===== src/rtl/uart_rx_cfg.sv =====
// uart_rx_cfg: runtime-configurable oversampling UART receiver.
// Frame format: start, SIZE_DATA data bits LSB first, optional even/odd parity,
// one or two stop bits. Each bit is resolved by a 2-of-3 vote around mid-bit.
// Ports:
//   i_clk, i_rst            clock, asynchronous active-high reset
//   i_stick                 oversample tick, OVER_SAMPLE ticks per bit
//   i_rx_en                 gates detection of new start bits only
//   i_parity_en/odd, i_stop2  frame format, latched when a frame starts
//   i_fifo_full             a finished frame is dropped (o_overrun) when high
//   i_rx_serial             asynchronous serial line, idle high
//   o_rx_data, o_rx_valid   received word and its one-cycle valid pulse
//   o_parity_err, o_frame_err, o_break  flags qualified by o_rx_valid
//   o_overrun               one-cycle pulse for a dropped frame
//   o_busy                  receiver is inside a frame
module uart_rx_cfg #(
    parameter int SIZE_DATA   = 8,
    parameter int OVER_SAMPLE = 16,
    parameter int SYNC_STAGES = 2
) (
    input  logic                 i_clk,
    input  logic                 i_rst,
    input  logic                 i_stick,
    input  logic                 i_rx_en,
    input  logic                 i_parity_en,
    input  logic                 i_parity_odd,
    input  logic                 i_stop2,
    input  logic                 i_fifo_full,
    input  logic                 i_rx_serial,
    output logic [SIZE_DATA-1:0] o_rx_data,
    output logic                 o_rx_valid,
    output logic                 o_parity_err,
    output logic                 o_frame_err,
    output logic                 o_break,
    output logic                 o_overrun,
    output logic                 o_busy
);
    localparam int CW  = $clog2(OVER_SAMPLE);
    localparam int IW  = $clog2(SIZE_DATA);
    localparam int MID = OVER_SAMPLE / 2;

    typedef enum logic [2:0] {IDLE, START, DATA, PARITY, STOP1, STOP2} state_t;

    state_t               state_q, state_d;
    logic [SYNC_STAGES-1:0] sync_q, sync_d;
    logic                 rx_prev_q, rx_prev_d;
    logic [CW-1:0]        cnt_q, cnt_d;
    logic [IW-1:0]        idx_q, idx_d;
    logic [1:0]           smp_q, smp_d;
    logic [SIZE_DATA-1:0] shift_q, shift_d;
    logic                 par_en_q, par_en_d;
    logic                 par_odd_q, par_odd_d;
    logic                 stop2_q, stop2_d;
    logic                 par_bit_q, par_bit_d;
    logic                 ferr_q, ferr_d;
    logic [SIZE_DATA-1:0] rx_data_q, rx_data_d;
    logic                 rx_valid_q, rx_valid_d;
    logic                 parity_err_q, parity_err_d;
    logic                 frame_err_q, frame_err_d;
    logic                 break_q, break_d;
    logic                 overrun_q, overrun_d;
    logic                 rx_s, fall, at_mid, at_end, vote, ferr_fin, finish;

    assign rx_s     = sync_q[SYNC_STAGES-1];
    assign fall     = rx_prev_q & ~rx_s;
    assign at_mid   = i_stick && (cnt_q == CW'(MID));
    assign at_end   = i_stick && (cnt_q == CW'(OVER_SAMPLE - 1));
    // two earlier samples plus the live sample on the MID tick
    assign vote     = (smp_q[0] & smp_q[1]) | (smp_q[0] & rx_s) | (smp_q[1] & rx_s);
    // includes the stop bit being resolved on this very tick
    assign ferr_fin = ferr_q | ~vote;

    always_comb begin
        sync_d       = {sync_q[SYNC_STAGES-2:0], i_rx_serial};
        rx_prev_d    = rx_s;
        state_d      = state_q;
        cnt_d        = cnt_q;
        idx_d        = idx_q;
        smp_d        = smp_q;
        shift_d      = shift_q;
        par_en_d     = par_en_q;
        par_odd_d    = par_odd_q;
        stop2_d      = stop2_q;
        par_bit_d    = par_bit_q;
        ferr_d       = ferr_q;
        rx_data_d    = rx_data_q;
        rx_valid_d   = 1'b0;
        parity_err_d = 1'b0;
        frame_err_d  = 1'b0;
        break_d      = 1'b0;
        overrun_d    = 1'b0;
        finish       = 1'b0;
        if (state_q != IDLE && i_stick) begin
            cnt_d = at_end ? '0 : cnt_q + CW'(1);
            if (cnt_q == CW'(MID - 2)) smp_d[0] = rx_s;
            if (cnt_q == CW'(MID - 1)) smp_d[1] = rx_s;
        end
        case (state_q)
            START: begin
                if (at_mid && vote) begin
                    state_d = IDLE;
                    cnt_d   = '0;
                end else if (at_end) begin
                    state_d = DATA;
                    idx_d   = '0;
                end
            end
            DATA: begin
                if (at_mid) shift_d = {vote, shift_q[SIZE_DATA-1:1]};
                if (at_end) begin
                    idx_d = idx_q + IW'(1);
                    if (idx_q == IW'(SIZE_DATA - 1)) state_d = par_en_q ? PARITY : STOP1;
                end
            end
            PARITY: begin
                if (at_mid) par_bit_d = vote;
                if (at_end) state_d = STOP1;
            end
            STOP1: begin
                if (at_mid) begin
                    ferr_d = ferr_fin;
                    finish = !stop2_q;
                end
                if (at_end) state_d = STOP2;
            end
            STOP2: finish = at_mid;
            default: ;
        endcase
        // finishing at mid stop bit leaves half a bit to catch the next start edge
        if (finish) begin
            state_d = IDLE;
            cnt_d   = '0;
            if (i_fifo_full) begin
                overrun_d = 1'b1;
            end else begin
                rx_valid_d   = 1'b1;
                rx_data_d    = shift_q;
                parity_err_d = par_en_q & (par_bit_q ^ (^shift_q) ^ par_odd_q);
                frame_err_d  = ferr_fin;
                break_d      = ferr_fin & ~(|shift_q) & ~(par_en_q & par_bit_q);
            end
        end
        if ((state_q == IDLE || finish) && fall && i_rx_en) begin
            state_d   = START;
            cnt_d     = '0;
            ferr_d    = 1'b0;
            par_en_d  = i_parity_en;
            par_odd_d = i_parity_odd;
            stop2_d   = i_stop2;
        end
    end

    always_ff @(posedge i_clk or posedge i_rst) begin
        if (i_rst) begin
            state_q      <= IDLE;
            sync_q       <= '1;
            rx_prev_q    <= 1'b1;
            cnt_q        <= '0;
            idx_q        <= '0;
            smp_q        <= '0;
            shift_q      <= '0;
            par_en_q     <= 1'b0;
            par_odd_q    <= 1'b0;
            stop2_q      <= 1'b0;
            par_bit_q    <= 1'b0;
            ferr_q       <= 1'b0;
            rx_data_q    <= '0;
            rx_valid_q   <= 1'b0;
            parity_err_q <= 1'b0;
            frame_err_q  <= 1'b0;
            break_q      <= 1'b0;
            overrun_q    <= 1'b0;
        end else begin
            state_q      <= state_d;
            sync_q       <= sync_d;
            rx_prev_q    <= rx_prev_d;
            cnt_q        <= cnt_d;
            idx_q        <= idx_d;
            smp_q        <= smp_d;
            shift_q      <= shift_d;
            par_en_q     <= par_en_d;
            par_odd_q    <= par_odd_d;
            stop2_q      <= stop2_d;
            par_bit_q    <= par_bit_d;
            ferr_q       <= ferr_d;
            rx_data_q    <= rx_data_d;
            rx_valid_q   <= rx_valid_d;
            parity_err_q <= parity_err_d;
            frame_err_q  <= frame_err_d;
            break_q      <= break_d;
            overrun_q    <= overrun_d;
        end
    end

    assign o_rx_data    = rx_data_q;
    assign o_rx_valid   = rx_valid_q;
    assign o_parity_err = parity_err_q;
    assign o_frame_err  = frame_err_q;
    assign o_break      = break_q;
    assign o_overrun    = overrun_q;
    assign o_busy       = (state_q != IDLE);
endmodule

===== config.mk =====
export PLATFORM = sky130hd
export DESIGN_NAME = uart_rx_cfg
export DESIGN_NICKNAME = d
export VERILOG_FILES = /design/src/rtl/uart_rx_cfg.sv
export SDC_FILE = /design/constraint.sdc
export NUM_CORES = 1
export LEC_CHECK = 0
export BUFFER_PORTS_ARGS = -buffer_cell sky130_fd_sc_hd__buf_2
export CAP_MARGIN = 15
export CORE_ASPECT_RATIO = 0.6
export CORE_MARGIN = 1.5
export CORE_UTILIZATION = 50
export CTS_BUF_LIST = sky130_fd_sc_hd__clkbuf_16
export DETAILED_ROUTE_END_ITERATION = 6
export GPL_TIMING_DRIVEN = 0
export HOLD_SLACK_MARGIN = 0.15
export PLACE_DENSITY = 0.7
export SKIP_LAST_GASP = 1
export SLEW_MARGIN = 30
export SYNTH_ARGS = -nofsm -noshare
export SYNTH_HDL_FRONTEND = slang
export SYNTH_SLANG_ARGS = --single-unit

===== constraint.sdc =====
create_clock -name i_clk -period 5.35 [get_ports i_clk]
set_input_delay 0 -clock i_clk [delete_from_list [all_inputs] [get_ports i_clk]]
set_output_delay 0 -clock i_clk [all_outputs]
set_load 0.02 [all_outputs]

[Word level (Yosys, flattened, before mapping)]
Index checks and enable logic that the tools add are counted.
Storage, ports and cells
  output and inout bits: 14
  logic and storage cells: 116
  flip-flop bits (word level): 41
  input port bits: 9
Operators by class
  muxes and demuxes: 35
  reductions and logical operators: 24
  bitwise gates (word level): 18
  eq/ne operators: 18
  $add $sub $neg: 2
Operator list (count)
  3-bit two-way mux: 12
  4-bit two-way mux: 6
  4-bit inequality test (second input constant): 4
  1-bit two-way mux: 14
  3-bit one-hot mux with 4 select lines: 1
  2-bit AND reduction: 6
  3-bit == test (second input constant): 3
  1-bit AND: 8
  4-bit by 3-bit == test with 1-bit output (second input constant): 2
  4-bit == test (second input constant): 2
  8-bit OR reduction: 1
  8-bit XOR reduction: 1
  3-bit by 2-bit == test with 1-bit output (second input constant): 2
  1-bit logical AND: 6
  2-bit inequality test (second input constant): 3
  3-bit one-hot mux with 2 select lines: 1
  6-bit AND reduction: 1
  2-bit nonzero test: 3
  6-bit nonzero test: 1
  5-bit inequality test (second input constant): 1
  1-bit NOT: 5
  4-bit by 1-bit adder with 4-bit output (second input constant): 1
  4-bit AND reduction: 1
  3-bit by 1-bit adder with 3-bit output (second input constant): 1
  other kinds (8): 11

[Longest topological paths before layout]
  depth in word-level cells: 9
  depth in mapped cells: 7
  mapped depth without buffers: 7

[Worst setup path before layout]
OpenSTA, ideal clock, no wires.
  path type: reg-to-reg
  start point: register cnt_q[0]
  end point: register state_q[0]
  data arrival time: 1.751 ns
  stages on the path, launching flop included: 8
  slack: 3.472 ns
  setup time: 0.128 ns
  buffers on the path: 0
  cells stage by stage: dfrtp_1 > inv_1 > ha_1 > nand4b_4 > nor3_4 > a21oi_1 > o221a_2 > mux2_1
On the way
  longest elaborated chain between the ends: 9
  elaborated cells on any way between the ends: 21
Ends and longest elaborated chain
  start, declared: line 46  | logic [CW-1:0] cnt_q, cnt_d;
  start signal, assigned: line 176  | cnt_q <= cnt_d;
  4-bit == test: line 65  | assign at_mid = i_stick && (cnt_q == CW'(MID));
  1-bit logical AND: line 65
  1-bit two-way mux: line 119  | if (at_mid) begin
  1-bit one-hot mux with 2 select lines: line 97  | case (state_q)
  1-bit logical OR: line 142  | if ((state_q == IDLE || finish) && fall && i_rx_en) begin
  1-bit logical AND (2 in series): line 142
  5-bit inequality test (no line) (tied with other cells)
  6-bit AND reduction (no line)
  end signal, assigned: line 173  | state_q <= state_d;
  end, declared: line 43  | state_t state_q, state_d;
Several ways; a longest one is shown, not always the timed one.
A chain may end at the register's enable or synchronous reset.

[Worst setup path in the final report]
Ends and elaborated chain as after synthesis.

==> results.cfg <==
[synth]
synth.top_cells.by_area = sky130_fd_sc_hd__dfrtp_1 (48%), sky130_fd_sc_hd__mux2_2 (6.3%), sky130_fd_sc_hd__ha_1 (5.7%)
proportion_of_synthesized_chip_area_in_sequential_cells = 0.520
synthesis.area_sq_um = 1980
synth_cell_type_count = 37
synth_area_leader_cell = sky130_fd_sc_hd__dfrtp_1
synth_largest_type_area_fraction = 0.480
synthesis.area_per_instance_sq_um = 10.3
synthesis.instances = 192
synth_warnings = 0
postSynthRegisterBits = 41
syn-num-nets = 210

[timing]
fmax_mhz = 459
report.final.hold_viol_count = 0
slew_headroom = 0.680
skew_ps = 5.15
setup_ws_ps = 3170
rsz0062_at_grt = no
setup_viol = 0
max_slew.worst_pin.slew_ps = 477
min_period_ps = 2180
final.setup.tns_ps = 0
period_share = 0.407
timing.final.max_slew_violations = 0

[hold_path]
min-delay-path-class = in2async

[finish]
number_of_nets_in_the_final_layout = 247
final_util = 0.639
antenna-diode-count = 0
layout-drive-gt1-share = 0.230
area_delta_synth_final_pct = 20.0

[worst_setup_path]
crit_type = reg2reg
worstPathArrival_ps = 2330
reg2reg_slack_ps = 3170
worstSetupStartpointType = flip-flop
worst_setup_path_end_kind = flip-flop
crit_required_ps = 5500
critical_path_peak_fanout = 10

[placed_design]
routabilityCongestion = 0.841
detailedPlacementHpwl_mm = 2.75
place_worst_setup_slack_ps = 3180
portBuffers = 22

[detailed_routing]
drt_drc_violations_left = 0
postRouteWirelength_mm = 3.87
detailroute.via_count = 1475
average_wire_length_per_cell_after_detail_routing_um = 14.0
first_pass_iters = 4
detail-route-antenna-nets = 0
drt_iter0_drc = 112
viasPerCell = 5.32

[global_route]
number_of_antenna_violations_at_the_first_check_in_global_routing = 0
grt_pass1_vias = 1406
track_usage = 0.208
grt_max_degree = 33
overflow = 0
grt_pass1_wl_mm = 6.80

[floorplan]
die_area_sq_um = 4360
core_area_sq_um = 3720
design.portCount = 23
placement_rows = 17
die_height_um = 51.8
initial_core_util = 0.532
die_width_um = 84.3

[power_and_ir_drop]
power_per_cell_area_nw_per_um2 = 407
vdd_ir_drop_max_v = 0.000217
leakage_nw = 1.21
design_power_total_uw = 969

[clock_network]
clk_sink_count = 41
library_cell_used_as_clock_root_buffer = sky130_fd_sc_hd__clkbuf_16
cts.reportedPaths.clkPinSlew_ps = 60
clk_path_buf_depth = 2
clock_insertion_delay_worst_skew_ps = 280
tritoncts_clock_tree = done
h_tree_depth = 2
number_of_clock_buffers_inserted_by_tritoncts = 5

[run]
drv_cap = 0

[run_status]
outcome = complete, no violations
## where the power goes
part	switching (mW)	internal, mW	total [mW]
clock	0.111	0.168	0.279
combinational	0.136	0.133	0.269
sequential	0.0495	0.371	0.421
total	0.296	0.673	0.969
## timing repair
item / 4_1_cts / 5_1_grt
hold endpoints to repair: 50 / 0
setup buffers: 0 / 0
resized for setup: 0 / 0
hold buffers: 7 / 0
## state kept, by name, indices dropped and copies added (netlist names), 2 cells and up
signal and flops:
idx_q 3, state_q 3, o_rx_data 8, cnt_q 4, sync_q 2, shift_q 8, smp_q 2
## per-layer routing
metal / vias up / wire length, um / GRT usage
li1: 723 / - / -
met1: 705 / 2000 / 0.304
met2: 42 / 1590 / 0.296
met3: 5 / 224 / 0.0603
met4: 0 / 53 / 0.0738
met5: - / 0 / 0
## cells in the mapped netlist
| library cell | count |
|---|---|
| sky130_fd_sc_hd__and2_1 | 2 |
| sky130_fd_sc_hd__nand4_1 | 2 |
| sky130_fd_sc_hd__nor3_2 | 2 |
| sky130_fd_sc_hd__dfstp_2 | 3 |
| sky130_fd_sc_hd__buf_2 | 3 |
| sky130_fd_sc_hd__inv_2 | 1 |
| sky130_fd_sc_hd__o221a_2 | 1 |
| sky130_fd_sc_hd__mux2_2 | 11 |
| sky130_fd_sc_hd__o21a_1 | 2 |
| sky130_fd_sc_hd__and3_1 | 3 |
| sky130_fd_sc_hd__nor3_1 | 2 |
| sky130_fd_sc_hd__nand3_1 | 3 |
| sky130_fd_sc_hd__nor2_1 | 11 |
| sky130_fd_sc_hd__mux2i_1 | 1 |
| sky130_fd_sc_hd__a21boi_0 | 1 |
| sky130_fd_sc_hd__o211ai_1 | 1 |
| sky130_fd_sc_hd__nor3_4 | 1 |
| sky130_fd_sc_hd__mux2_1 | 2 |
| sky130_fd_sc_hd__o31ai_1 | 1 |
| sky130_fd_sc_hd__nand2b_1 | 2 |
| sky130_fd_sc_hd__ha_1 | 9 |
| sky130_fd_sc_hd__o21ai_0 | 18 |
| sky130_fd_sc_hd__dfrtp_1 | 38 |
| sky130_fd_sc_hd__clkbuf_1 | 2 |
| sky130_fd_sc_hd__maj3_1 | 1 |
| sky130_fd_sc_hd__or3_1 | 1 |
| sky130_fd_sc_hd__nor3b_1 | 1 |
| sky130_fd_sc_hd__xor2_1 | 2 |
| sky130_fd_sc_hd__nor4_1 | 3 |
| sky130_fd_sc_hd__inv_1 | 15 |
| sky130_fd_sc_hd__nand2_1 | 28 |
| sky130_fd_sc_hd__nand4b_4 | 1 |
| sky130_fd_sc_hd__or4_1 | 1 |
| sky130_fd_sc_hd__o21ai_1 | 1 |
| sky130_fd_sc_hd__nor2b_1 | 2 |
| sky130_fd_sc_hd__a21oi_1 | 9 |
| sky130_fd_sc_hd__xnor2_1 | 5 |
## kinds of logic (layout without fill, tap and decap cells)
| family | after synthesis | count (layout) | share of synthesized area |
|---|---|---|---|
| flip-flops | 41 | 41 | 0.520 |
| XOR/XNOR | 7 | 7 | 0.0309 |
| multiplexers | 14 | 14 | 0.0789 |
| AND/OR/NAND/NOR | 65 | 65 | 0.172 |
| AO/OA/AOI/OAI | 34 | 34 | 0.0953 |
| adder cells (fa/ha/maj) | 10 | 10 | 0.0619 |
| buffers and inverters | 21 | 59 | 0.0417 |
## layout by cell type (no fill, tap or decap), types with 3 or more instances in the layout
master and count:
sky130_fd_sc_hd__o21ai_0 18, sky130_fd_sc_hd__dlygate4sd3_1 7, sky130_fd_sc_hd__dfrtp_1 38, sky130_fd_sc_hd__inv_1 16, sky130_fd_sc_hd__dfstp_2 3, sky130_fd_sc_hd__a21oi_1 9
sky130_fd_sc_hd__ha_1 9, sky130_fd_sc_hd__and3_1 3, sky130_fd_sc_hd__mux2_2 11, sky130_fd_sc_hd__buf_2 25, sky130_fd_sc_hd__nor2_1 11, sky130_fd_sc_hd__xnor2_1 5
sky130_fd_sc_hd__nand3_1 3, sky130_fd_sc_hd__clkbuf_16 5, sky130_fd_sc_hd__nor4_1 3, sky130_fd_sc_hd__nand2_1 28
## worst max-delay path, stage by stage, from the launching register on
cell,delay [ps]
sky130_fd_sc_hd__dfrtp_1,410
sky130_fd_sc_hd__inv_1,120
sky130_fd_sc_hd__ha_1,210
sky130_fd_sc_hd__nand4b_4,210
sky130_fd_sc_hd__nor3_4,350
sky130_fd_sc_hd__o21ai_1,190
sky130_fd_sc_hd__o221a_2,220
sky130_fd_sc_hd__mux2_1,340
## cell type report
type	count	area, sq um
clock inverter	3	12.5
buffer	5	22.5
multi-input combinational	130	870
tap	47	58.8
sequential	41	1030
timing repair buffer	30	200
fill	291	1340
inverter	16	60.1
clock buffer	5	125
## worst paths after layout
path / cells after the start / end / from
worst max-delay path: 7 / state_q[0]$_DFFE_PP0P_ / cnt_q[0]$_DFF_PP0_
worst min-delay path: 3 / idx_q[0]$_DFFE_PP0P_ / i_rst
worst max register to register: 7 / state_q[0]$_DFFE_PP0P_ / cnt_q[0]$_DFF_PP0_
worst min register to register: 0 / sync_q[1]$_DFF_PP1_ / sync_q[0]$_DFF_PP1_
max in group asynchronous: 4 / sync_q[1]$_DFF_PP1_ / i_rst
min in group i_clk: 6 / cnt_q[0]$_DFF_PP0_ / i_rx_en
## metrics by stage
| stage | hold slack (ps) | cell area [sq um] | cells |
|---|---|---|---|
| floorplan | 4.48 | 1980 | 192 |
| global placement | 107 | 2150 | 261 |
| detailed placement | -61.9 | 2170 | 262 |
| CTS | 188 | 2380 | 277 |
| global route | 216 | 2380 | 277 |
| finish | 188 | 2380 | 277 |
Note: power is estimated with default switching activity, not from simulation.
